`src/rtl/register_file.sv`:
```
// 32 x 32 RISC-V register file: two combinational read ports, one synchronous write port, x0 hardwired to zero.
// Optional write-to-read forwarding is enabled by defining REGFILE_BYPASS_EN.
module register_file #(
  parameter int DATA_WIDTH = 32,
  parameter int ADDR_WIDTH = 5
) (
  input  logic                  clk,
  input  logic                  rst,
  input  logic [ADDR_WIDTH-1:0] rs1,
  input  logic [ADDR_WIDTH-1:0] rs2,
  input  logic [ADDR_WIDTH-1:0] rd,
  input  logic                  regWrite,
  input  logic [DATA_WIDTH-1:0] writeData,
  output logic [DATA_WIDTH-1:0] readData1,
  output logic [DATA_WIDTH-1:0] readData2
);

  localparam int DEPTH = 1 << ADDR_WIDTH;

  logic [DATA_WIDTH-1:0] regs [DEPTH];
  logic                  write_en;
  logic                  fwd1;
  logic                  fwd2;

  assign write_en = regWrite && (rd != '0);

  // Entry 0 is only ever cleared, so it stays zero; reads still mask it explicitly.
  always_ff @(posedge clk or negedge rst) begin
    if (!rst) begin
      for (int i = 0; i < DEPTH; i++) begin
        regs[i] <= '0;
      end
    end else if (write_en) begin
      regs[rd] <= writeData;
    end
  end

`ifdef REGFILE_BYPASS_EN
  assign fwd1 = rst && write_en && (rd == rs1);
  assign fwd2 = rst && write_en && (rd == rs2);
`else
  assign fwd1 = 1'b0;
  assign fwd2 = 1'b0;
`endif

  assign readData1 = (rs1 == '0) ? '0 : (fwd1 ? writeData : regs[rs1]);
  assign readData2 = (rs2 == '0) ? '0 : (fwd2 ? writeData : regs[rs2]);

endmodule

```
`config.mk`:
```
export PLATFORM = sky130hd
export DESIGN_NAME = register_file
export DESIGN_NICKNAME = d
export VERILOG_FILES = /design/src/rtl/register_file.sv
export SDC_FILE = /design/constraint.sdc
export NUM_CORES = 2
export LEC_CHECK = 0
export BUFFER_PORTS_ARGS = -buffer_cell sky130_fd_sc_hd__buf_2
export CORE_ASPECT_RATIO = 1.1
export CORE_UTILIZATION = 46
export DETAILED_ROUTE_END_ITERATION = 10
export PLACE_DENSITY = 0.64
export SETUP_SLACK_MARGIN = 0.05
export SKIP_CTS_REPAIR_TIMING = 1
export SLEW_MARGIN = 20
export SYNTH_ARGS = -nofsm -noshare
export SYNTH_HDL_FRONTEND = slang
export SYNTH_SLANG_ARGS = --single-unit
```
`constraint.sdc`:
```
create_clock -name clk -period 3.7 [get_ports clk]
set_input_delay 0.555 -clock clk [delete_from_list [all_inputs] [get_ports clk]]
set_output_delay 0.555 -clock clk [all_outputs]
set_load 0.005 [all_outputs]
```
==> impl_table.tex <==
\begin{tabular}{lr}
\hline
Metric & Value \\
\hline
\multicolumn{2}{l}{\textbf{Floorplanning}} \\
Effective utilization at floorplan & 46.5\% \\
DIE HEIGHT & 361 um \\
Floorplan Core Area & between 100000 and 150000 um\^{}2 \\
Std-Cell Rows & approximately 130 \\
Die extent in x & about 330 um \\
Die outline area & 119000 um\^{}2 \\
Boundary Pins & around 110 \\
\multicolumn{2}{l}{\textbf{Setup path}} \\
Worst reg2reg path startpoint & regs[344]\$\_DFFE\_PN0P\_ \\
Setup Crit Path Kind & primary input to output pin \\
Setup crit end kind & output pin \\
Critical-path maximum fanout & 12 \\
Worst-case register-to-register setup slack & 2.88 ns \\
Category of the worst setup path launch point & primary input \\
Signal arrival time at the worst endpoint & 3.00 ns \\
Reg2Reg Depth & 1 \\
Crit path required time & 3.14 ns \\
Endpoint of the lowest-slack register-to-register path & regs[344]\$\_DFFE\_PN0P\_ \\
\multicolumn{2}{l}{\textbf{Clock tree}} \\
Reg clk slew, reported paths & 0.06 ns \\
Num CTS Buffers & about 110 \\
Clock buffer depth & 3 \\
Skew-Pair Late Insertion Delay & 0.72 ns \\
CTS sink count & 1024 \\
Clock Root Buffer & clkbuf\_16 \\
TritonCTS clock tree & yes \\
Number of H-tree levels & 3 \\
\multicolumn{2}{l}{\textbf{STA}} \\
Final worst hold slack & approximately 0.40 ns \\
Achievable frequency & approximately 280 MHz \\
Clock period minus worst slack & 3.55 ns \\
Worst slew slack as a fraction of its limit & 24.2\% \\
Skew final & 0 ns \\
Unrepaired setup endpoints after global routing & no \\
Transition time at the pin with the least slew margin & 1.13 ns \\
Number of setup violations in the final report & 0 \\
Hold Vio Cnt, Final & 0 \\
Post-Route Setup TNS & 0 ns \\
Ratio of final minimum period to clock period & 96.0\% \\
Final-report max-slew violation count & 0 \\
\multicolumn{2}{l}{\textbf{Layout}} \\
Synthesis-to-layout area growth & 13.1\% \\
Number of flip-flops in the largest register & between 1000 and 1500 \\
Most frequent standard cell in the layout excluding fill and tap cells & dfrtp\_1 \\
Seq. cell area & 25600 um\^{}2 \\
Multi-input combinational cell area & about 27000 um\^{}2 \\
Filler instances & 9528 \\
Commonest non-fill, non-tap cells in the layout & dfrtp\_1, mux2\_2, mux4\_2, mux2i\_1, buf\_4 \\
Top Registers & regs (1024) \\
Share of post-route cells with drive strength above 1 & 55.2\% \\
Largest register by flop count & regs \\
Final-stage net count & 3615 \\
\multicolumn{2}{l}{\textbf{Drt}} \\
Per-cell via count in the routed design & slightly below 7 \\
Wire per inst & 33.7 um \\
First-pass iteration count of the detailed router & 10 \\
Total detailed-routing wirelength & 175000 um \\
Residual antenna-violating net count after detailed routing & 0 \\
Detailed-route via count & 34900 \\
Remaining DRCs & 16 \\
Count of routing violations after the opening detailed-route iteration & 3294 \\
\multicolumn{2}{l}{\textbf{Min path}} \\
End of the worst hold path & regs[1019]\$\_DFFE\_PN0P\_ \\
Worst min-delay path class & flop to flop \\
Cells on Worst Hold Path & 0 \\
HP Start & regs[1019]\$\_DFFE\_PN0P\_ \\
\multicolumn{2}{l}{\textbf{Global route}} \\
Maximum number of pins on one net before global-route repair & between 70 and 80 \\
GRT Util Overall & between 20\% and 30\% \\
Vias in the first global route & 36200 \\
Total congestion overflow after global routing & 0 \\
Wire length of the first global-routing pass & between 200000 and 300000 um \\
Number of antenna violations at the first check in global routing & 18 \\
\multicolumn{2}{l}{\textbf{Power and ir drop}} \\
Total leakage power & between 0.02 and 0.03 uW \\
Maximum vdd drop & around 0.35 mV \\
Cell area power density & 534 nW/um\^{}2 \\
\multicolumn{2}{l}{\textbf{Yosys}} \\
Sequential share of the synthesized area & between 40\% and 50\% \\
Post-Synthesis Cell Area & roughly 54000 um\^{}2 \\
Seq cells post-synth & 1024 \\
Mean Syn Cell Area & 15.3 um\^{}2 \\
Warnings, synthesis & 0 \\
Primary FF master, synth & dfrtp\_1 \\
Post-synthesis cell type count & 42 \\
Share of async-settable or async-resettable flops after synthesis & 100\% \\
Net count of the mapped netlist & 3589 \\
Synth Instances & approximately 3500 \\
Number of enable-type register cells in the synthesized netlist & 0 \\
\multicolumn{2}{l}{\textbf{Placement}} \\
DP HPWL & $\sim$110000 um \\
Count of input and output buffers & 113 \\
RePlAce Congestion & approximately 0.84 \\
\multicolumn{2}{l}{\textbf{Outcome}} \\
Violated checks & DRC \\
Run status & finished, violations left \\
\multicolumn{2}{l}{\textbf{Job}} \\
Reported max-cap violation count & 0 \\
\hline
\end{tabular}
==> cells in the mapped netlist (all sizes together) (18+ instances only) <==
library cell | count | share of area [%]
nor2b | 29 | 0.34
a2111oi | 60 | 0.97
o22ai | 102 | 1.2
a22oi | 18 | 0.25
mux2 | 1021 | 21
clkbuf | 225 | 1.6
nor2 | 18 | 0.13
mux2i | 165 | 3.1
buf | 196 | 2.0
nand2 | 27 | 0.19
mux4 | 459 | 19
nor3 | 54 | 0.50
a22o | 54 | 0.88
dfrtp | 1024 | 47
==> logic make-up after synthesis <==
group	count (synthesis)	synth area share (%)
AO/OA/AOI/OAI	275	3.85
multiplexers	1645	43.5
buffers and inverters	424	3.59
flip-flops	1024	47.4
AND/OR/NAND/NOR	171	1.66
==> power by group <==
group / total (uW) / internal, uW / switching, uW / leakage [uW]
Clock: 11100 / 6380 / 4700 / 0.00175
Combinational: 6550 / 4040 / 2520 / 0.0117
Sequential: 15000 / 13300 / 1630 / 0.0131
==> per-layer routing <==
| layer | part of all wire [%] | wire length, um | GRT usage [%] |
|---|---|---|---|
| met5 | 0.062 | 108 | 0 |
| met4 | 3.8 | 6620 | 11.1 |
| met1 | 41 | 72200 | 41.7 |
| met2 | 47 | 82900 | 47.1 |
| met3 | 7.5 | 13100 | 5.20 |
==> through the flow <==
stage          power (uW)  cells  cell area [um^2]  util, %  setup slack (ns)
2_1_floorplan       19400   3539             54000        -             0.954
3_3_place_gp        21400   4982             57500     49.5             0.102
3_5_place_dp        21600   4982             57500     49.5             0.129
4_1_cts             32700   5177             61100     52.6             0.119
5_1_grt             33900   5180             61100     52.6            0.0609
6_report            32600   5182             61100     52.6             0.147
==> final cells by class <==
type	count	area share [%]
sequential	1024	41.9
multi-input combinational	2091	43.8
tap	1529	3.13
timing repair buffer	336	5.23
antenna	4	0.0164
clock inverter	36	0.608
inverter	3	0.0184
clock buffer	159	5.24
==> worst max-delay path by stage <==
stage | start | endpoint | slack, ns | depth (start not counted)
2_1_floorplan | rs1[2] | readData1[0] | 0.95 | 7
3_3_place_gp | rs2[0] | readData2[24] | 0.10 | 9
3_5_place_dp | rs2[0] | readData2[24] | 0.13 | 9
4_1_cts | rs2[0] | readData2[24] | 0.12 | 9
5_1_grt | rs2[0] | readData2[23] | 0.06 | 8
6_report | rs2[3] | readData2[22] | 0.15 | 8
==> critical path, cell delays in order <==
cell and delay, ns:
buf_2 0.29, nor2b_4 0.61, buf_12 0.25, buf_4 0.19
a22o_1 0.13, a2111oi_0 0.06, nor3_1 0.65, buf_2 0.23
Note: power is estimated with default switching activity, not from simulation.
